[src/rtl/my_axi4_lite_mst_if.sv]
// AXI4-Lite bus bundle shared by the command-driven master and its slaves.
// mst_port is the master view; slv_port is the mirrored slave view.
interface axi4_lite_if #(
  parameter int ADDR_BIT_WIDTH = 4,
  parameter int DATA_BIT_WIDTH = 32
);
  logic [ADDR_BIT_WIDTH-1:0]   awaddr;
  logic [2:0]                  awprot;
  logic                        awvalid;
  logic                        awready;
  logic [DATA_BIT_WIDTH-1:0]   wdata;
  logic [DATA_BIT_WIDTH/8-1:0] wstrb;
  logic                        wvalid;
  logic                        wready;
  logic [1:0]                  bresp;
  logic                        bvalid;
  logic                        bready;
  logic [ADDR_BIT_WIDTH-1:0]   araddr;
  logic [2:0]                  arprot;
  logic                        arvalid;
  logic                        arready;
  logic [DATA_BIT_WIDTH-1:0]   rdata;
  logic [1:0]                  rresp;
  logic                        rvalid;
  logic                        rready;

  modport mst_port (
    output awaddr, awprot, awvalid, input awready,
    output wdata, wstrb, wvalid, input wready,
    input bresp, bvalid, output bready,
    output araddr, arprot, arvalid, input arready,
    input rdata, rresp, rvalid, output rready
  );

  modport slv_port (
    input awaddr, awprot, awvalid, output awready,
    input wdata, wstrb, wvalid, output wready,
    output bresp, bvalid, input bready,
    input araddr, arprot, arvalid, output arready,
    output rdata, rresp, rvalid, input rready
  );
endinterface

[src/rtl/my_axi4_lite_mst.sv]
// Command-driven AXI4-Lite master: one single-beat read or write per command,
// no outstanding transactions, AW and W issued together, response returned on
// a valid/ready port. Optional watchdog: define MY_AXI4_LITE_MST_TIMEOUT_EN.
module my_axi4_lite_mst #(
  parameter int ADDR_BIT_WIDTH = 4,
  parameter int DATA_BIT_WIDTH = 32,
  parameter int TIMEOUT_CYCLES = 1024
) (
  input  logic                        i_clk,
  input  logic                        i_arst_n,
  input  logic                        i_cmd_valid,
  output logic                        o_cmd_ready,
  input  logic                        i_cmd_is_wr,
  input  logic [ADDR_BIT_WIDTH-1:0]   i_cmd_addr,
  input  logic [DATA_BIT_WIDTH-1:0]   i_cmd_wdata,
  input  logic [DATA_BIT_WIDTH/8-1:0] i_cmd_wstrb,
  output logic                        o_rsp_valid,
  input  logic                        i_rsp_ready,
  output logic                        o_rsp_is_wr,
  output logic [DATA_BIT_WIDTH-1:0]   o_rsp_rdata,
  output logic [1:0]                  o_rsp_resp,
  output logic                        o_timeout,
  axi4_lite_if.mst_port               if_m_axi4_lite
);

  localparam int STRB_W = DATA_BIT_WIDTH / 8;

  localparam logic [2:0] IDLE    = 3'd0;
  localparam logic [2:0] WR_AW_W = 3'd1;
  localparam logic [2:0] WR_B    = 3'd2;
  localparam logic [2:0] RD_AR   = 3'd3;
  localparam logic [2:0] RD_R    = 3'd4;
  localparam logic [2:0] RSP     = 3'd5;

  if (if_m_axi4_lite.ADDR_BIT_WIDTH != ADDR_BIT_WIDTH) begin : g_addr_chk
    $error("my_axi4_lite_mst: ADDR_BIT_WIDTH differs from interface");
  end
  if (if_m_axi4_lite.DATA_BIT_WIDTH != DATA_BIT_WIDTH) begin : g_data_chk
    $error("my_axi4_lite_mst: DATA_BIT_WIDTH differs from interface");
  end
  if (DATA_BIT_WIDTH != 32 && DATA_BIT_WIDTH != 64) begin : g_dw_chk
    $error("my_axi4_lite_mst: DATA_BIT_WIDTH must be 32 or 64");
  end
  if (TIMEOUT_CYCLES < 1) begin : g_to_chk
    $error("my_axi4_lite_mst: TIMEOUT_CYCLES must be at least 1");
  end

  logic [2:0]                state_q, state_d;
  logic                      cmd_ready_q, cmd_ready_d;
  logic                      is_wr_q, is_wr_d;
  logic [ADDR_BIT_WIDTH-1:0] addr_q, addr_d;
  logic [DATA_BIT_WIDTH-1:0] wdata_q, wdata_d;
  logic [STRB_W-1:0]         wstrb_q, wstrb_d;
  logic                      awvalid_q, awvalid_d;
  logic                      wvalid_q, wvalid_d;
  logic                      bready_q, bready_d;
  logic                      arvalid_q, arvalid_d;
  logic                      rready_q, rready_d;
  logic                      rsp_valid_q, rsp_valid_d;
  logic                      rsp_is_wr_q, rsp_is_wr_d;
  logic [DATA_BIT_WIDTH-1:0] rsp_rdata_q, rsp_rdata_d;
  logic [1:0]                rsp_resp_q, rsp_resp_d;

  // Next-state logic: command capture, per-channel handshakes, response hold.
  always_comb begin
    state_d     = state_q;
    is_wr_d     = is_wr_q;
    addr_d      = addr_q;
    wdata_d     = wdata_q;
    wstrb_d     = wstrb_q;
    awvalid_d   = awvalid_q;
    wvalid_d    = wvalid_q;
    bready_d    = bready_q;
    arvalid_d   = arvalid_q;
    rready_d    = rready_q;
    rsp_valid_d = rsp_valid_q;
    rsp_is_wr_d = rsp_is_wr_q;
    rsp_rdata_d = rsp_rdata_q;
    rsp_resp_d  = rsp_resp_q;
    case (state_q)
      IDLE: begin
        if (i_cmd_valid) begin
          is_wr_d = i_cmd_is_wr;
          addr_d  = i_cmd_addr;
          wdata_d = i_cmd_wdata;
          wstrb_d = i_cmd_wstrb;
          if (i_cmd_is_wr) begin
            awvalid_d = 1'b1;
            wvalid_d  = 1'b1;
            state_d   = WR_AW_W;
          end else begin
            arvalid_d = 1'b1;
            state_d   = RD_AR;
          end
        end
      end
      WR_AW_W: begin
        // AW and W retire independently; leave once both have completed.
        if (awvalid_q && if_m_axi4_lite.awready) awvalid_d = 1'b0;
        if (wvalid_q && if_m_axi4_lite.wready)   wvalid_d  = 1'b0;
        if (!awvalid_d && !wvalid_d) begin
          bready_d = 1'b1;
          state_d  = WR_B;
        end
      end
      WR_B: begin
        if (bready_q && if_m_axi4_lite.bvalid) begin
          bready_d    = 1'b0;
          rsp_valid_d = 1'b1;
          rsp_is_wr_d = is_wr_q;
          rsp_rdata_d = '0;
          rsp_resp_d  = if_m_axi4_lite.bresp;
          state_d     = RSP;
        end
      end
      RD_AR: begin
        if (arvalid_q && if_m_axi4_lite.arready) begin
          arvalid_d = 1'b0;
          rready_d  = 1'b1;
          state_d   = RD_R;
        end
      end
      RD_R: begin
        if (rready_q && if_m_axi4_lite.rvalid) begin
          rready_d    = 1'b0;
          rsp_valid_d = 1'b1;
          rsp_is_wr_d = is_wr_q;
          rsp_rdata_d = if_m_axi4_lite.rdata;
          rsp_resp_d  = if_m_axi4_lite.rresp;
          state_d     = RSP;
        end
      end
      RSP: begin
        if (i_rsp_ready) begin
          rsp_valid_d = 1'b0;
          state_d     = IDLE;
        end
      end
      default: state_d = IDLE;
    endcase
    cmd_ready_d = (state_d == IDLE);
  end

  // State and registered outputs; reset abandons any in-flight transaction.
  always_ff @(posedge i_clk or negedge i_arst_n) begin
    if (!i_arst_n) begin
      state_q     <= IDLE;
      cmd_ready_q <= 1'b1;
      is_wr_q     <= 1'b0;
      addr_q      <= '0;
      wdata_q     <= '0;
      wstrb_q     <= '0;
      awvalid_q   <= 1'b0;
      wvalid_q    <= 1'b0;
      bready_q    <= 1'b0;
      arvalid_q   <= 1'b0;
      rready_q    <= 1'b0;
      rsp_valid_q <= 1'b0;
      rsp_is_wr_q <= 1'b0;
      rsp_rdata_q <= '0;
      rsp_resp_q  <= '0;
    end else begin
      state_q     <= state_d;
      cmd_ready_q <= cmd_ready_d;
      is_wr_q     <= is_wr_d;
      addr_q      <= addr_d;
      wdata_q     <= wdata_d;
      wstrb_q     <= wstrb_d;
      awvalid_q   <= awvalid_d;
      wvalid_q    <= wvalid_d;
      bready_q    <= bready_d;
      arvalid_q   <= arvalid_d;
      rready_q    <= rready_d;
      rsp_valid_q <= rsp_valid_d;
      rsp_is_wr_q <= rsp_is_wr_d;
      rsp_rdata_q <= rsp_rdata_d;
      rsp_resp_q  <= rsp_resp_d;
    end
  end

  assign o_cmd_ready = cmd_ready_q;
  assign o_rsp_valid = rsp_valid_q;
  assign o_rsp_is_wr = rsp_is_wr_q;
  assign o_rsp_rdata = rsp_rdata_q;
  assign o_rsp_resp  = rsp_resp_q;

  assign if_m_axi4_lite.awaddr  = addr_q;
  assign if_m_axi4_lite.awprot  = 3'b000;
  assign if_m_axi4_lite.awvalid = awvalid_q;
  assign if_m_axi4_lite.wdata   = wdata_q;
  assign if_m_axi4_lite.wstrb   = wstrb_q;
  assign if_m_axi4_lite.wvalid  = wvalid_q;
  assign if_m_axi4_lite.bready  = bready_q;
  assign if_m_axi4_lite.araddr  = addr_q;
  assign if_m_axi4_lite.arprot  = 3'b000;
  assign if_m_axi4_lite.arvalid = arvalid_q;
  assign if_m_axi4_lite.rready  = rready_q;

`ifdef MY_AXI4_LITE_MST_TIMEOUT_EN
  localparam int CNT_W = $clog2(TIMEOUT_CYCLES + 1);
  localparam logic [CNT_W-1:0] CNT_LIMIT = CNT_W'(TIMEOUT_CYCLES);

  logic [CNT_W-1:0] wd_cnt_q, wd_cnt_d;
  logic             timeout_q, timeout_d;
  logic             busy;

  // Watchdog: restarts on acceptance, counts bus-waiting states, saturates.
  always_comb begin
    busy      = (state_q == WR_AW_W) || (state_q == WR_B) ||
                (state_q == RD_AR)   || (state_q == RD_R);
    wd_cnt_d  = wd_cnt_q;
    if (state_q == IDLE && i_cmd_valid) begin
      wd_cnt_d = '0;
    end else if (busy && wd_cnt_q != CNT_LIMIT) begin
      wd_cnt_d = wd_cnt_q + CNT_W'(1);
    end
    timeout_d = timeout_q | (wd_cnt_d == CNT_LIMIT);
  end

  // Watchdog registers; the flag is sticky until reset.
  always_ff @(posedge i_clk or negedge i_arst_n) begin
    if (!i_arst_n) begin
      wd_cnt_q  <= '0;
      timeout_q <= 1'b0;
    end else begin
      wd_cnt_q  <= wd_cnt_d;
      timeout_q <= timeout_d;
    end
  end

  assign o_timeout = timeout_q;
`else
  assign o_timeout = 1'b0;
`endif

endmodule

[src/flat_wrapper.sv]
// flat-port wrapper written by rule: the top's interface ports become plain ports
module my_axi4_lite_mst_flat 
#(
  parameter int ADDR_BIT_WIDTH = 4,
  parameter int DATA_BIT_WIDTH = 32,
  parameter int TIMEOUT_CYCLES = 1024
)
  (i_clk, i_arst_n, i_cmd_valid, o_cmd_ready, i_cmd_is_wr, i_cmd_addr, i_cmd_wdata, i_cmd_wstrb, o_rsp_valid, i_rsp_ready, o_rsp_is_wr, o_rsp_rdata, o_rsp_resp, o_timeout, if_m_axi4_lite_awaddr, if_m_axi4_lite_awprot, if_m_axi4_lite_awvalid, if_m_axi4_lite_awready, if_m_axi4_lite_wdata, if_m_axi4_lite_wstrb, if_m_axi4_lite_wvalid, if_m_axi4_lite_wready, if_m_axi4_lite_bresp, if_m_axi4_lite_bvalid, if_m_axi4_lite_bready, if_m_axi4_lite_araddr, if_m_axi4_lite_arprot, if_m_axi4_lite_arvalid, if_m_axi4_lite_arready, if_m_axi4_lite_rdata, if_m_axi4_lite_rresp, if_m_axi4_lite_rvalid, if_m_axi4_lite_rready);
  axi4_lite_if #(.ADDR_BIT_WIDTH(ADDR_BIT_WIDTH), .DATA_BIT_WIDTH(DATA_BIT_WIDTH)) if_m_axi4_lite_i ();
  input  logic i_clk;
  input  logic i_arst_n;
  input  logic i_cmd_valid;
  output logic o_cmd_ready;
  input  logic i_cmd_is_wr;
  input  logic [ADDR_BIT_WIDTH-1:0] i_cmd_addr;
  input  logic [DATA_BIT_WIDTH-1:0] i_cmd_wdata;
  input  logic [DATA_BIT_WIDTH/8-1:0] i_cmd_wstrb;
  output logic o_rsp_valid;
  input  logic i_rsp_ready;
  output logic o_rsp_is_wr;
  output logic [DATA_BIT_WIDTH-1:0] o_rsp_rdata;
  output logic [1:0] o_rsp_resp;
  output logic o_timeout;
  output wire logic [$bits(if_m_axi4_lite_i.awaddr)-1:0] if_m_axi4_lite_awaddr;
  output wire logic [$bits(if_m_axi4_lite_i.awprot)-1:0] if_m_axi4_lite_awprot;
  output wire logic [$bits(if_m_axi4_lite_i.awvalid)-1:0] if_m_axi4_lite_awvalid;
  input wire logic [$bits(if_m_axi4_lite_i.awready)-1:0] if_m_axi4_lite_awready;
  output wire logic [$bits(if_m_axi4_lite_i.wdata)-1:0] if_m_axi4_lite_wdata;
  output wire logic [$bits(if_m_axi4_lite_i.wstrb)-1:0] if_m_axi4_lite_wstrb;
  output wire logic [$bits(if_m_axi4_lite_i.wvalid)-1:0] if_m_axi4_lite_wvalid;
  input wire logic [$bits(if_m_axi4_lite_i.wready)-1:0] if_m_axi4_lite_wready;
  input wire logic [$bits(if_m_axi4_lite_i.bresp)-1:0] if_m_axi4_lite_bresp;
  input wire logic [$bits(if_m_axi4_lite_i.bvalid)-1:0] if_m_axi4_lite_bvalid;
  output wire logic [$bits(if_m_axi4_lite_i.bready)-1:0] if_m_axi4_lite_bready;
  output wire logic [$bits(if_m_axi4_lite_i.araddr)-1:0] if_m_axi4_lite_araddr;
  output wire logic [$bits(if_m_axi4_lite_i.arprot)-1:0] if_m_axi4_lite_arprot;
  output wire logic [$bits(if_m_axi4_lite_i.arvalid)-1:0] if_m_axi4_lite_arvalid;
  input wire logic [$bits(if_m_axi4_lite_i.arready)-1:0] if_m_axi4_lite_arready;
  input wire logic [$bits(if_m_axi4_lite_i.rdata)-1:0] if_m_axi4_lite_rdata;
  input wire logic [$bits(if_m_axi4_lite_i.rresp)-1:0] if_m_axi4_lite_rresp;
  input wire logic [$bits(if_m_axi4_lite_i.rvalid)-1:0] if_m_axi4_lite_rvalid;
  output wire logic [$bits(if_m_axi4_lite_i.rready)-1:0] if_m_axi4_lite_rready;
  assign if_m_axi4_lite_awaddr = if_m_axi4_lite_i.awaddr;
  assign if_m_axi4_lite_awprot = if_m_axi4_lite_i.awprot;
  assign if_m_axi4_lite_awvalid = if_m_axi4_lite_i.awvalid;
  assign if_m_axi4_lite_i.awready = if_m_axi4_lite_awready;
  assign if_m_axi4_lite_wdata = if_m_axi4_lite_i.wdata;
  assign if_m_axi4_lite_wstrb = if_m_axi4_lite_i.wstrb;
  assign if_m_axi4_lite_wvalid = if_m_axi4_lite_i.wvalid;
  assign if_m_axi4_lite_i.wready = if_m_axi4_lite_wready;
  assign if_m_axi4_lite_i.bresp = if_m_axi4_lite_bresp;
  assign if_m_axi4_lite_i.bvalid = if_m_axi4_lite_bvalid;
  assign if_m_axi4_lite_bready = if_m_axi4_lite_i.bready;
  assign if_m_axi4_lite_araddr = if_m_axi4_lite_i.araddr;
  assign if_m_axi4_lite_arprot = if_m_axi4_lite_i.arprot;
  assign if_m_axi4_lite_arvalid = if_m_axi4_lite_i.arvalid;
  assign if_m_axi4_lite_i.arready = if_m_axi4_lite_arready;
  assign if_m_axi4_lite_i.rdata = if_m_axi4_lite_rdata;
  assign if_m_axi4_lite_i.rresp = if_m_axi4_lite_rresp;
  assign if_m_axi4_lite_i.rvalid = if_m_axi4_lite_rvalid;
  assign if_m_axi4_lite_rready = if_m_axi4_lite_i.rready;
  my_axi4_lite_mst #(.ADDR_BIT_WIDTH(ADDR_BIT_WIDTH), .DATA_BIT_WIDTH(DATA_BIT_WIDTH), .TIMEOUT_CYCLES(TIMEOUT_CYCLES)) u_core (.i_clk(i_clk), .i_arst_n(i_arst_n), .i_cmd_valid(i_cmd_valid), .o_cmd_ready(o_cmd_ready), .i_cmd_is_wr(i_cmd_is_wr), .i_cmd_addr(i_cmd_addr), .i_cmd_wdata(i_cmd_wdata), .i_cmd_wstrb(i_cmd_wstrb), .o_rsp_valid(o_rsp_valid), .i_rsp_ready(i_rsp_ready), .o_rsp_is_wr(o_rsp_is_wr), .o_rsp_rdata(o_rsp_rdata), .o_rsp_resp(o_rsp_resp), .o_timeout(o_timeout), .if_m_axi4_lite(if_m_axi4_lite_i));
endmodule
[config.mk]
export PLATFORM = sky130hd
export DESIGN_NAME = my_axi4_lite_mst_flat
export DESIGN_NICKNAME = d
export VERILOG_FILES = /design/src/rtl/my_axi4_lite_mst_if.sv /design/src/rtl/my_axi4_lite_mst.sv /design/src/flat_wrapper.sv
export SDC_FILE = /design/constraint.sdc
export NUM_CORES = 1
export LEC_CHECK = 0
export CAP_MARGIN = 20
export CORE_MARGIN = 3
export CORE_UTILIZATION = 40
export DETAILED_ROUTE_END_ITERATION = 8
export PLACE_DENSITY_LB_ADDON = 0.25
export SLEW_MARGIN = 20
export SYNTH_ARGS = -nofsm -noshare
export SYNTH_HDL_FRONTEND = slang
export SYNTH_SLANG_ARGS = --single-unit
[constraint.sdc]
create_clock -name i_clk -period 2.3 [get_ports i_clk]
set_clock_uncertainty 0.05 [all_clocks]
set_input_delay 0.575 -clock i_clk [delete_from_list [all_inputs] [get_ports i_clk]]
set_output_delay 0.575 -clock i_clk [all_outputs]
set_load 0.005 [all_outputs]
Yosys cells after proc, flatten, opt, wreduce, memory -nomap -nowiden
Cells that the tools add are included.

Register bits after elaboration: 86. Bits of input ports: 86. Output and inout bits: 93. Word-level logic and storage cells: 90.

Equal/unequal tests: 13. Muxes and demuxes: 39. Reduce and logical (&&, ||, !) cells: 23.

Operator list (number): two-way mux 32 bit (2); one-hot mux 32 bit (2 select lines) (1); two-way mux 1 bit (18); two-way mux 3 bit (6); one-hot mux 3 bit (6 select lines) (1); one-hot mux 1 bit (2 select lines) (6); AND reduction 3 bit (4); nonzero test 2 bit (5); != test 2 x 1 -> 1 bit (second input constant) (4); != test 2 bit (second input constant) (4); AND reduction 4 bit (2); == test 3 x 2 -> 1 bit (second input constant) (2); == test 3 bit (second input constant) (2); logical AND 1 bit (6); zero test 3 bit (2); two-way mux 2 bit (3); one-hot mux 2 bit (2 select lines) (1); == test 3 x 1 -> 1 bit (second input constant) (1); one-hot mux 1 bit (3 select lines) (1); nonzero test 3 bit (1); zero test 1 bit (2); AND reduction 2 bit (1).

Depth between registers and ports, before layout
Depth after elaboration: 8. Depth in mapped cells: 7. Gate-level depth less buffers: 4.

Worst setup path after synthesis
Ideal clock, no wire load.

Path kind: input-to-reg. From: input port i_cmd_valid. To: register u_core.cmd_ready_q, in the netlist u_core.o_cmd_ready. Setup time: 0.079 ns. Arrival: 1.657 ns. Required time: 2.171 ns. Path slack: 0.514 ns. Stages: 5. Buffers on the path: 1. Path through: or4b_1 -> buf_2 -> o32a_1 -> and3_1 -> and4_1.

Cells in the longest elaborated chain, start to end: 3.

RTL lines: from (decl) (RTL line flat_wrapper.sv:12) `input logic i_cmd_valid;`; two-way mux 3 bit (RTL line my_axi4_lite_mst.sv:82) `if (i_cmd_valid) begin`; one-hot mux 3 bit (6 select lines) (RTL line my_axi4_lite_mst.sv:80) `case (state_q)`; zero test 3 bit (RTL line my_axi4_lite_mst.sv:141) `cmd_ready_d = (state_d == IDLE);`; via u_core.cmd_ready_d (RTL line my_axi4_lite_mst.sv:49) `logic cmd_ready_q, cmd_ready_d;`; to (signal assigned) (RTL line my_axi4_lite_mst.sv:164) `cmd_ready_q <= cmd_ready_d;`; to (decl) (RTL line my_axi4_lite_mst.sv:49).

The timed path passes the listed nets, and every way through them passes these cells. A chain may end at the register's enable or synchronous reset.

Worst setup path after layout
From: register u_core.cmd_ready_q, in the netlist u_core.o_cmd_ready. To: output port o_cmd_ready.

RTL lines: to (decl) (RTL line flat_wrapper.sv:13) `output logic o_cmd_ready;`.

No word-level cell between the ends.

==> metrics.md <==
| Metric | Value |
|---|---|
| Die ar. | `9751 µm²` |
| Total leakage power | `2.577 nW` |
| Filler cell count | `669` |
| Final setup viols | `0` |
| Yosys warnings | `0` |
| Commonest non-fill, non-tap cell in the layout | `clkdlybuf4s50_1` |
| Clock sinks | `86` |
| Initial antenna violation count | `0` |
| # resized after CTS | `0` |
| Antenna cells | `0` |
| Final hold violations | `0` |
| Worst-path clk slew | `100 ps` |
| Buffers plus inverters on the worst setup path | `1` |
| Number of global-route vias before repair | `3,117` |
| Gpl congestion | `0.8168` |
| Critical Path, Cell by Cell | `clkdlybuf4s50_1` |
| Max incr delay on CP | `530 ps` |
| Commonest cells after routing, fill and taps aside | `clkdlybuf4s50_1, nand2_1, dfrtp_1` |
| H-Tree Depth | `3` |
| # nets final | `586` |
| Layout area overhead | `59.27%` |
| Largest area contributor in the synthesized netlist | `dfrtp_1` |
| Gr ovfl total | `0` |
| Root buffer cell | `clkbuf_8` |
| Remaining DRCs | `0` |
| Crit path kind | `register to output pin` |
| Maximum clock rate | `496.9 MHz` |
| Critical Path Fanout Max | `1` |
| Pre-CTS setup slack | `85.00 ps` |
| RSZ-0062 raised after global routing | `false` |
| TritonCTS buffer count | `9` |
| Final ANT Viol Nets | `0` |
| Port buffer count | `171` |
| Arr. time, crit path | `1390 ps` |
| Cts hold-fix bufs | `0` |
| Area of the core | `8299 µm²` |
| Status | `completed` |
| Initial DRT Pass Iterations | `4` |
| Max Cap Viol | `0` |
| Ys async rst share | `1.000` |
| Setup Buffers After CTS | `0` |
| CP Capture Type | `output pin` |
| Syn Inst Count | `333` |
| Synth Flop Type | `dfrtp_1` |
| Final worst path period share | `0.8751` |
| Clk buf depth | `2` |
| Flops & latches, synth | `86` |
| Vias/cell | `4.862` |
| Top cells by area, synth | `dfrtp_1, nand2_1, a22o_1` |
| Worst setup margin | `287.3 ps` |
| Initial core utilization | `0.4146` |
| Die Width | `98.75 µm` |
| All-Layer GR Usage | `0.1910` |
| Chip height | `98.75 µm` |
| Routed wire length | `9125 µm` |
| Vias | `2,966` |
| Final max-slew violation count | `0` |
| Synthesized area | `3441 µm²` |
| Max IR drop VDD | `0.5785 mV` |
| Drt initial violations | `155` |
| CTS tree | `done` |
| CP required | `1670 ps` |
| DR WL/cell | `14.96 µm` |
| Final core utilization | `0.6603` |
| HP Class | `input pin to async pin` |
| P per Cell Area | `1149 nW/µm²` |
| First-pass GRT wire length | `14,990 µm` |
| Largest net degree at the start of global routing | `42` |
| Layout cells sized above 1 | `0.06139` |
| Average size of a mapped cell | `10.33 µm²` |
| Min Tclk post-route | `2013 ps` |
| Detail Placement HPWL | `6846 µm` |
| Sequential element share of the synthesized area | `0.6258` |
| Synth top area share | `0.6182` |
| Worst-skew pair later-pin latency | `340 ps` |
| Crit start category | `register` |
| EDFF count, synth | `0` |
| Critical path's top delay family | `flip-flops` |
| Setup TNS | `0 ps` |
| Site row count | `33` |
| Count of cell types in the netlist | `34` |
| I/O pins | `179` |
| Crit-path slowest cell | `dfstp_2` |
synthesized netlist by cell type, drive strengths merged, types with 2 or more instances:
| cell | count |
|---|---|
| mux2i | 2 |
| inv | 3 |
| buf | 20 |
| a21oi | 2 |
| a31oi | 2 |
| or3b | 2 |
| nor2b | 3 |
| o21ai | 7 |
| clkbuf | 11 |
| nor2 | 8 |
| nand2 | 135 |
| nand4b | 2 |
| a22o | 32 |
| nand3 | 2 |
| dfrtp | 85 |
per-stage QoR:
stage          power [mW]  std cells  area, µm²  hold WS, ps
4_1_cts             6.375        610       5480        95.43
5_1_grt             6.742        610       5480        95.63
2_1_floorplan       3.531        339       3463        229.4
6_report            6.294        610       5480        75.88
3_3_place_gp        5.085        594       5251        406.8
3_5_place_dp        5.154        594       5251        411.5
cells by family (layout without fill, tap and decap cells):
logic type / after synthesis / in the layout / synth area share
AND/OR/NAND/NOR: 160 / 160 / 0.1964
flip-flops: 86 / 86 / 0.6258
AO/OA/AOI/OAI: 49 / 49 / 0.1138
buffers and inverters: 34 / 200 / 0.05382
multiplexers: 3 / 3 / 0.009091
other: 1 / 7 / 0.001090
worst paths after layout:
check	cells after the start	slack, ps	to	start
min in group i_clk	2	430	u_core.if_m_axi4_lite.wdata[27]$_DFFE_PN0P_	u_core.if_m_axi4_lite.wdata[27]$_DFFE_PN0P_
setup / recovery	1	290	o_cmd_ready	u_core.o_cmd_ready$_DFF_PN1_
hold reg to reg	2	430	u_core.if_m_axi4_lite.wdata[27]$_DFFE_PN0P_	u_core.if_m_axi4_lite.wdata[27]$_DFFE_PN0P_
setup reg to reg	4	370	u_core.o_rsp_rdata[31]$_DFFE_PN0P_	u_core.state_q[2]$_DFF_PN0_
hold / removal	1	80	u_core.o_rsp_rdata[21]$_DFFE_PN0P_	i_arst_n
max in group asynchronous	2	1450	u_core.o_rsp_rdata[11]$_DFFE_PN0P_	i_arst_n
sequential cells by signal (all words and copies together), names as in the netlist, 2 cells and up:
register / cells
u_core.o_rsp_rdata: 32
u_core.o_rsp_resp: 2
u_core.if_m_axi4_lite.araddr: 4
u_core.state_q: 3
u_core.if_m_axi4_lite.wstrb: 4
u_core.if_m_axi4_lite.wdata: 32
report_power, final:
part | switching (mW) | internal [mW] | leakage (nW) | total (mW)
Clock | 0.551 | 0.652 | 0.118 | 1.20
Sequential | 0.405 | 2.11 | 1.09 | 2.51
Combinational | 0.988 | 1.59 | 1.36 | 2.58
Total | 1.94 | 4.35 | 2.58 | 6.29
layer usage:
metal	part of all wire	global-route usage	routed length [µm]	vias to the layer above
li1	-	-	-	1416
met2	0.49	0.3171	4474	111
met1	0.40	0.2328	3675	1420
met5	0	0	0	-
met4	0.026	0.07143	234	0
met3	0.081	0.06157	741	19
cell type report:
cell class	instances	area, µm²	area share
flip-flops and latches	86	2153	0.3929
repair buffers	181	1822	0.3324
multi-input cells	219	1134	0.2068
clock buffers	10	137.6	0.02511
well taps	105	131.4	0.02397
clock inverters	6	91.34	0.01667
inverters	3	11.26	0.002055
(Power assumes the default switching activity.)
